$ cat src/rtl/regfile_dump_reader.sv
// Debug register-file dumper: halts the core, walks every register through one
// read port and streams (index, data) pairs out over a valid/ready interface.
module regfile_dump_reader #(
  parameter int NUM_REGS  = 32,
  parameter int ADDR_W    = 5,
  parameter int DATA_W    = 32,
  parameter bit SKIP_ZERO = 1'b0
) (
  input  logic              clk,
  input  logic              rst_n,
  input  logic              start,
  output logic              halt_req,
  input  logic              halt_ack,
  output logic [ADDR_W-1:0] rf_addr,
  input  logic [DATA_W-1:0] rf_data,
  output logic              out_valid,
  input  logic              out_ready,
  output logic [ADDR_W-1:0] out_idx,
  output logic [DATA_W-1:0] out_data,
  output logic              busy,
  output logic              done,
  output logic              abort,
  output logic [2:0]        dbg_state
);

  // Output handshake: a pair moves on a rising edge where out_valid && out_ready;
  // out_valid never depends on out_ready, and idx/data stay frozen while valid
  // is high and not yet accepted.

  typedef enum logic [2:0] {
    S_IDLE      = 3'd0,
    S_HALT_WAIT = 3'd1,
    S_READ      = 3'd2,
    S_SEND      = 3'd3,
    S_FINISH    = 3'd4
  } state_t;

  localparam logic [ADDR_W-1:0] FIRST_IDX = SKIP_ZERO ? ADDR_W'(1) : '0;
  localparam logic [ADDR_W-1:0] LAST_IDX  = ADDR_W'(NUM_REGS - 1);

  state_t              state_q, state_d;
  logic [ADDR_W-1:0]   idx_q, idx_d;
  logic [ADDR_W-1:0]   rf_addr_q, rf_addr_d;
  logic [ADDR_W-1:0]   out_idx_q, out_idx_d;
  logic [DATA_W-1:0]   out_data_q, out_data_d;

  always_ff @(posedge clk) begin
    if (!rst_n) begin
      state_q    <= S_IDLE;
      idx_q      <= '0;
      rf_addr_q  <= '0;
      out_idx_q  <= '0;
      out_data_q <= '0;
    end else begin
      state_q    <= state_d;
      idx_q      <= idx_d;
      rf_addr_q  <= rf_addr_d;
      out_idx_q  <= out_idx_d;
      out_data_q <= out_data_d;
    end
  end

  always_comb begin
    state_d    = state_q;
    idx_d      = idx_q;
    rf_addr_d  = rf_addr_q;
    out_idx_d  = out_idx_q;
    out_data_d = out_data_q;
    rf_addr    = rf_addr_q;
    halt_req   = 1'b0;
    out_valid  = 1'b0;
    busy       = 1'b1;
    done       = 1'b0;
    abort      = 1'b0;

    case (state_q)
      S_IDLE: begin
        busy = 1'b0;
        if (start) begin
          idx_d   = FIRST_IDX;
          state_d = S_HALT_WAIT;
        end
      end
      S_HALT_WAIT: begin
        halt_req = 1'b1;
        if (halt_ack) state_d = S_READ;
      end
      S_READ: begin
        halt_req  = 1'b1;
        rf_addr   = idx_q;
        rf_addr_d = idx_q;
        if (!halt_ack) begin
          abort   = 1'b1;
          state_d = S_IDLE;
        end else begin
          out_idx_d  = idx_q;
          out_data_d = rf_data;
          state_d    = S_SEND;
        end
      end
      S_SEND: begin
        halt_req = 1'b1;
        // Losing the freeze wins over a same-cycle handshake: the pair is dropped.
        if (!halt_ack) begin
          abort   = 1'b1;
          state_d = S_IDLE;
        end else begin
          out_valid = 1'b1;
          if (out_ready) begin
            if (idx_q == LAST_IDX) begin
              state_d = S_FINISH;
            end else begin
              idx_d   = idx_q + 1'b1;
              state_d = S_READ;
            end
          end
        end
      end
      S_FINISH: begin
        done    = 1'b1;
        state_d = S_IDLE;
      end
      default: state_d = S_IDLE;
    endcase
  end

  assign out_idx   = out_idx_q;
  assign out_data  = out_data_q;
  assign dbg_state = state_q;

endmodule

$ cat config.mk
export PLATFORM = sky130hd
export DESIGN_NAME = regfile_dump_reader
export DESIGN_NICKNAME = d
export VERILOG_FILES = /design/src/rtl/regfile_dump_reader.sv
export SDC_FILE = /design/constraint.sdc
export NUM_CORES = 1
export LEC_CHECK = 0
export ABC_AREA = 0
export ABC_CLOCK_PERIOD_IN_PS = 2200
export BUFFER_PORTS_ARGS = -buffer_cell sky130_fd_sc_hd__buf_2
export CORE_AREA = 2 2 77 65
export CTS_BUF_LIST = sky130_fd_sc_hd__clkbuf_8
export DETAILED_ROUTE_END_ITERATION = 16
export DIE_AREA = 0 0 79 67
export PLACE_DENSITY = 0.9
export REMOVE_ABC_BUFFERS = 1
export SLEW_MARGIN = 0
export SYNTH_ARGS = -nofsm -noshare
export SYNTH_HDL_FRONTEND = slang
export SYNTH_SLANG_ARGS = --single-unit
$ cat constraint.sdc
create_clock -name clk -period 2.2 [get_ports clk]
set_input_delay 0.33 -clock clk [delete_from_list [all_inputs] [get_ports clk]]
set_output_delay 0.33 -clock clk [all_outputs]
set_load 0.05 [all_outputs]
======== Yosys cells after proc, flatten, opt, wreduce, memory -nomap -nowiden ========
Index checks and enable logic that the tools add are counted.
storage, ports and cells
  bits in registers ....................... 50
  input bits .............................. 37
  output and inout port bits .............. 50
  logic and storage cells ................. 44
cells by class
  add/subtract/negate cells ............... 1
  eq/ne operators ......................... 11
  mux-type cells .......................... 20
  reductions and logical operators ........ 7
operator list
  kind                 count
  $mux 5               5
  $mux 3               5
  $pmux 3 s4           1
  $ne 2x2->1 const B   5
  $pmux 5 s2           1
  $mux 1               7
  $eq 3x2->1 const B   2
  $add 5x1->5 const B  1
  $eq 5x5->1 const B   1
  $reduce_and 5->1     1
  $eq 3x1->1 const B   1
  $eq 3x3->1 const B   1
  $logic_not 3->1      1
  $ne 3x3->1 const B   1
  $reduce_and 3->1     1
  $reduce_or 3->1      1
  $mux 2               1
  $reduce_and 2->1     1
  $reduce_bool 2->1    1
  $reduce_or 2->1      1

======== Depth between registers and ports, before layout ========
Gate-level depths: netlist of the first run.
  depth in word-level cells ............... 5
  mapped depth ............................ 6
  gate-level depth less buffers ........... 6

======== Worst setup path after synthesis of the first run ========
OpenSTA, ideal clock, no wires.
  path kind ............................... register to output
  start ................................... register state_q[0] (netlist: dbg_state[0])
  end ..................................... output port out_valid
  data arrival time ....................... 1.717 ns
  data required time ...................... 1.870 ns
  slack ................................... 0.153 ns
  cell stages (with the launch flop) ...... 4
  path buffers ............................ 1
  path through ............................ dfxtp_1 > buf_4 > nand2_1 > nor2_1
on the way
  cells in the longest elaborated chain, start to end .. 2
ends and longest elaborated chain
  element                   RTL line  source
  start: declaration        41        state_t state_q, state_d;
  start signal: assignment  55        state_q <= state_d;
  $eq 3x2->1                76        case (state_q)
  $mux 1                    76
  end: declaration          16        output logic out_valid,
Every way passes these cells.

======== Final worst setup path of the first run ========
  start ................................... register state_q[2] (netlist: dbg_state[2])
  end ..................................... output port rf_addr[0]
on the way
  cells in the longest elaborated chain, start to end .. 2
ends and longest elaborated chain
  element           RTL line  source
  $eq 3x2->1        76
  $mux 5            n/a
  end: declaration  14        output logic [ADDR_W-1:0] rf_addr,
Every way passes these cells.

==> Implementation_results.wiki, run 1 <==
{| class="wikitable"
! Metric !! Value
|-
| DRT iter0 DRCs || 88
|-
| Largest cells by area after synthesis || sky130_fd_sc_hd__dfxtp_1 47%, sky130_fd_sc_hd__nand2_1 13%, sky130_fd_sc_hd__a21boi_1 12%
|-
| Flops & latches, synth || 50
|-
| Bufs and invs on worst path || 1
|-
| Share of the yosys chip area belonging to registers || 46.92%
|-
| Minimum clock period || 2.057 ns
|-
| Layout cells sized above 1 || 33.75%
|-
| Cell area after technology mapping || 2133 um2
|-
| Max Slew Vio Count || 0
|-
| Initial Util || 47.84%
|-
| Placed wire-length estimate after detailed placement || 3161 um
|-
| Top cell type's share of synthesized area || 46.92%
|-
| Min-delay worst type || input port to flip-flop
|-
| Cell type group with the largest total delay on the critical path || flip-flops
|-
| Worst slew pin tran || 0.5583 ns
|-
| Worst Path Required || 1.87 ns
|-
| First-pass iteration count of the detailed router || 4
|-
| Final hold violations || 0
|-
| Die extent in y || 67 um
|-
| Synth warn || 0
|-
| Syn Inst Count || 241
|-
| Fraction of synthesis flops using an asynchronous set or reset pin || 0%
|-
| Stage delay of the slowest cell on the critical path || 0.43 ns
|-
| Buffer depth of the longest clock path || 2
|-
| Worst slew margin relative to its limit || 62.76%
|-
| Fmax || 486.1 MHz
|-
| Number of global-route vias before repair || 1602
|-
| Setup repair after global routing missed its margin || false
|-
| Number of hold buffers added after cts || 0
|-
| Top flip-flop cell by instance count after synthesis || sky130_fd_sc_hd__dfxtp_1
|-
| Routed wire per std cell || 11.73 um
|-
| Most area-hungry cell type in the Yosys netlist || sky130_fd_sc_hd__dfxtp_1
|-
| Sequence of cells on the critical path || nor3b_4 > mux2_2 > buf_2
|-
| Final Core Density || 60.44%
|-
| Number of CTS-inserted buffers || 5
|-
| Count of buffers added by post-CTS timing repair for setup || 0
|-
| Clock tree from TritonCTS || done
|-
| Number of vias per cell after detailed routing || 4.992
|-
| Die ar. || 5293 um2
|-
| Number of enable-type register cells in the synthesized netlist || 0
|-
| Final weighted congestion of routability-driven global placement || 0.7853
|-
| Vias after detailed routing || 1912
|-
| Number of remaining DRC errors || 0
|-
| H-tree levels || 2
|-
| GRT Resource Usage Total || 17.13%
|-
| Count of different cell masters after synthesis || 34
|-
| Global-route wire length before repair || 7203 um
|-
| Count of endpoints failing setup in the final report || 0
|-
| Layout Skew || 0.007484 ns
|-
| Initial antenna violation count || 0
|-
| Total wire length || 4491 um
|-
| Total clock sinks || 50
|-
| Fraction of the cycle the final worst path needs || 93.51%
|-
| Max rail drop VDD || 378.3 uV
|-
| Floorplan core area || 4459 um2
|-
| Mean instance size in the synthesized netlist || 8.852 um2
|-
| Category of the critical setup timing path || flip-flop to primary output
|-
| Port Buf Inserts || 86
|-
| Critical Path Slowest Stage Cell || sky130_fd_sc_hd__dfxtp_1
|-
| Largest driver fanout on the critical path || 12
|-
| Total power per unit cell area || 672.9 nW/um2
|-
| Data arrival time of the critical path || 1.73 ns
|-
| Congestion Overflow GR || 0
|-
| Largest net degree at the start of global routing || 38
|-
| Cell leakage power || 1.207 nW
|-
| # rows || 22
|-
| Count of antenna-violating nets left after detailed routing || 0
|-
| Diode count || 0
|-
| Critical path launch point type || flip-flop
|-
| Crit path setup slack, layout || 0.1428 ns
|-
| Most instantiated library cell after synthesis || sky130_fd_sc_hd__nand2_1
|-
| Leading cell types by count after synthesis || 76 x sky130_fd_sc_hd__nand2_1, 50 x sky130_fd_sc_hd__dfxtp_1, 33 x sky130_fd_sc_hd__a21boi_1
|-
| Boundary pin count || 87
|-
| Endpoint type of the worst setup path || primary output
|-
| Horiz. Die Dim || 79 um
|-
| Clock transition at the register clock pins on the worst setup and hold paths after CTS || 0.09 ns
|-
| Final Net Count || 361
|-
| Synth-to-Final Area Change || 26.33%
|-
| Maxcap violations || 0
|-
| Quantity of gates resized following cts || 0
|-
| Setup tns final || 0 ns
|-
| Final Hold Slack || 0.2666 ns
|-
| Run status || completed
|-
| Later-pin clock latency in the skew report || 0.29 ns
|-
| Worst slack, placed || 0.3385 ns
|-
| Clock root buffer || sky130_fd_sc_hd__clkbuf_8
|}
through the flow:
step / std cells / total power, W / cell area, um2
4_1_cts: 383 / 0.001844 / 2695
2_1_floorplan: 223 / 0.001122 / 2029
3_5_place_dp: 375 / 0.001220 / 2585
3_3_place_gp: 375 / 0.001215 / 2585
5_1_grt: 383 / 0.001907 / 2695
6_report: 383 / 0.001814 / 2695
sequential cells by signal, summed over array words and instances, names as in the netlist:
signal	flops
rf_addr_q	5
dbg_state	3
out_data	32
out_idx	5
idx_q	5
cell families (layout without fill, tap and decap cells):
kind of cell | count (synthesis) | in the layout | share of synthesized area (%)
AO/OA/AOI/OAI | 51 | 51 | 18.01
multiplexers | 6 | 6 | 3.167
AND/OR/NAND/NOR | 113 | 113 | 25.69
buffers and inverters | 19 | 101 | 5.043
adder cells (fa/ha/maj) | 2 | 2 | 1.173
flip-flops | 50 | 50 | 46.92
final cells by class:
cell class,instances,area (um2)
Fill cell,401,1764
Multi-Input combinational cell,172,1030
Sequential cell,50,1001
Timing Repair Buffer,92,475.5
Tap cell,60,75.07
Clock buffer,5,68.82
Clock inverter,3,41.29
Inverter,1,3.754
layout by cell type, fill, tap and decap left out, drive strengths merged, types with 3 or more instances in the layout:
cell type	n
nand2	76
dfxtp	50
and2	6
clkbuf	5
mux2	6
a21boi	40
nand3	8
o211ai	4
nor2	4
and4b	3
buf	92
layer usage:
| metal | vias up | wire length [um] | part of all wire [%] | track usage, % |
|---|---|---|---|---|
| met2 | 73 | 2002 | 45 | 29.45 |
| met4 | 0 | 12 | 0.27 | 2.586 |
| met1 | 867 | 2118 | 47 | 21.55 |
| li1 | 970 | - | - | - |
| met5 | - | 0 | 0 | 0 |
| met3 | 2 | 358 | 8.0 | 5.420 |
path summary, 6_finish.rpt:
path	startpoint	end	slack [ns]	cells past startpoint
setup / recovery	dbg_state[2]	rf_addr[0]	0.14	3
hold / removal	rf_data[6]	out_data[6]	0.27	3
setup reg to reg	idx_q[0]	idx_q[0]	0.28	6
hold reg to reg	out_data[29]	out_data[29]	0.45	2
tightest hold or removal path, stage by stage:
cell and delay [ns]:
sky130_fd_sc_hd__buf_2 0.09, sky130_fd_sc_hd__nand2_1 0.04, sky130_fd_sc_hd__a21boi_1 0.05
report_power, final:
| part | switching, W | total, W | leakage, nW | internal, W |
|---|---|---|---|---|
| registers | 0.00000934 | 0.000931 | 0.404 | 0.000922 |
| logic | 0.000177 | 0.000266 | 0.748 | 0.0000887 |
| clock network | 0.000282 | 0.000617 | 0.0556 | 0.000335 |
Note: power is estimated with default switching activity, not from simulation.
==> inputs of run 2 (changes only) <==
--- a/config.mk
+++ b/config.mk
@@ -14,7 +14,7 @@
 export DIE_AREA = 0 0 79 67
 export PLACE_DENSITY = 0.9
 export REMOVE_ABC_BUFFERS = 1
-export SLEW_MARGIN = 0
+export SLEW_MARGIN = 20
 export SYNTH_ARGS = -nofsm -noshare
 export SYNTH_HDL_FRONTEND = slang
 export SYNTH_SLANG_ARGS = --single-unit
==> constraint.sdc (replaced) <==
create_clock -name clk -period 2.2 [get_ports clk]
set_input_delay 0.22 -clock clk [delete_from_list [all_inputs] [get_ports clk]]
set_output_delay 0.22 -clock clk [all_outputs]
set_load 0.05 [all_outputs]
==> run 2 against run 1 <==
Effect of this change: core utilization decreased by 0.31 points; sequential power increased by 1%; register-to-register slack got worse by 0.04 ns; highest routed layer unchanged.
==> Implementation_results.wiki, run 2 (synthesized netlist as in run 1, its figures left out) <==
{| class="wikitable"
! Metric !! Value
|-
| Stage delay of the slowest cell on the critical path || 0.48 ns
|-
| Power after layout || 0.001805 W
|-
| Number of remaining DRC errors || 0
|-
| Total of fill cells in the finished design || 416
|-
| Maxcap violations || 0
|-
| Number of hold buffers added after cts || 0
|-
| Worst Path Required || 1.98 ns
|-
| Category of the critical setup timing path || flip-flop to primary output
|-
| Critical path launch point type || flip-flop
|-
| Final Net Count || 359
|-
| # rows || 22
|-
| Max Slew Vio Count || 0
|-
| Cell leakage power || 1.197 nW
|-
| Synth-to-Final Area Change || 25.69%
|-
| Slack of the worst reg-to-reg path || 0.24 ns
|-
| Endpoint type of the worst setup path || primary output
|-
| Routed wire per std cell || 11.97 um
|-
| Vias after detailed routing || 1882
|-
| Total clock sinks || 50
|-
| Count of endpoints failing setup in the final report || 0
|-
| Count of antenna-violating nets left after detailed routing || 0
|-
| Worst slew margin relative to its limit || 65.36%
|-
| Count of buffers added by post-CTS timing repair for setup || 0
|-
| Later-pin clock latency in the skew report || 0.29 ns
|-
| Layout Skew || 0.005404 ns
|-
| Clock tree from TritonCTS || done
|-
| H-tree levels || 2
|-
| Minimum clock period || 1.972 ns
|-
| Clock root buffer || sky130_fd_sc_hd__clkbuf_8
|-
| Boundary pin count || 87
|-
| Fmax || 507.0 MHz
|-
| Placed wire-length estimate after detailed placement || 3238 um
|-
| Total wire length || 4562 um
|-
| Final hold violations || 0
|-
| Port Buf Inserts || 86
|-
| Number of global-route vias before repair || 1721
|-
| Min-delay worst type || input port to flip-flop
|-
| Number of flip-flops under the largest register name || 32
|-
| Clock transition at the register clock pins on the worst setup and hold paths after CTS || 0.09 ns
|-
| Largest driver fanout on the critical path || 16
|-
| Fraction of the cycle the final worst path needs || 89.65%
|-
| Diode count || 0
|-
| Total power per unit cell area || 673.3 nW/um2
|-
| Sequence of cells on the critical path || nor3b_4 > mux2_2 > buf_2
|-
| Top library cells by usage in the layout, fill and taps aside || 86 x sky130_fd_sc_hd__buf_2, 76 x sky130_fd_sc_hd__nand2_1, 49 x sky130_fd_sc_hd__dfxtp_1, 33 x sky130_fd_sc_hd__a21boi_1, 8 x sky130_fd_sc_hd__nand3_1
|-
| Final weighted congestion of routability-driven global placement || 0.7687
|-
| Worst slew pin tran || 0.5188 ns
|-
| Critical Path Slowest Stage Cell || sky130_fd_sc_hd__dfxtp_1
|-
| Die ar. || 5293 um2
|-
| Setup tns final || 0 ns
|-
| Run status || completed
|-
| Most common library cell in the layout ignoring fill and taps || sky130_fd_sc_hd__buf_2
|-
| Floorplan core area || 4459 um2
|-
| Buffer depth of the longest clock path || 2
|-
| DRT iter0 DRCs || 47
|-
| Largest net degree at the start of global routing || 38
|-
| Initial Util || 47.84%
|-
| Data arrival time of the critical path || 1.75 ns
|-
| Congestion Overflow GR || 0
|-
| Layout cells sized above 1 || 33.64%
|-
| Global-route wire length before repair || 7521 um
|-
| Initial antenna violation count || 0
|-
| Max rail drop VDD || 551.9 uV
|-
| Die extent in y || 67 um
|-
| Quantity of gates resized following cts || 0
|-
| Horiz. Die Dim || 79 um
|-
| Setup repair after global routing missed its margin || false
|-
| Number of vias per cell after detailed routing || 4.940
|-
| GRT Resource Usage Total || 17.83%
|-
| First-pass iteration count of the detailed router || 4
|-
| Number of CTS-inserted buffers || 5
|}
[run 2: final cells by class]
cell class | instances | area [um2] | share of cell area (%)
clock buffer | 5 | 68.82 | 2.566
clock inverter | 3 | 41.29 | 1.540
inverter | 1 | 3.754 | 0.1400
multi-input combinational | 172 | 1030 | 38.40
sequential | 50 | 1002 | 37.38
tap | 60 | 75.07 | 2.800
timing repair buffer | 90 | 460.4 | 17.17
[run 2: per-stage QoR]
step	setup slack (ns)	area, um2	util (%)	cells	hold slack, ns
finish	0.2277	2681	60.13	381	0.1552
global route	0.1197	2681	60.13	381	0.1378
CTS	0.04755	2680	60.10	381	0.1467
detailed placement	0.3037	2570	57.63	373	0.4414
global placement	0.3887	2570	57.63	373	0.4370
floorplan	0.02426	2029	-	223	0.3337
[run 2: per-layer routing]
layer / global-route usage [%] / up-vias / part of all wire, %
met5: 0 / - / 0
met2: 31.25 / 62 / 46
met3: 5.420 / 2 / 6.5
li1: - / 971 / -
met1: 21.89 / 847 / 47
met4: 3.233 / 0 / 0.26
[run 2: path summary, 6_finish.rpt]
check / cells after the start / to / startpoint
hold reg to reg: 2 / out_data[29] / out_data[29]
hold / removal: 3 / out_data[6] / rf_data[6]
setup / recovery: 3 / rf_addr[1] / dbg_state[0]
setup reg to reg: 6 / idx_q[0] / idx_q[0]
[run 2: critical path: cells and delay by family (launching register included)]
kind,cells,cell delay (ns)
and+or+nand+nor,1,0.38
muxes,1,0.39
DFF,1,0.48
buffers and inverters,1,0.22
[run 2: power by group]
group	total, W	internal (W)	switching, W
Clock	0.000613	0.000335	0.000279
Combinational	0.000250	0.0000842	0.000165
Sequential	0.000943	0.000922	0.0000207
Total	0.00181	0.00134	0.000465
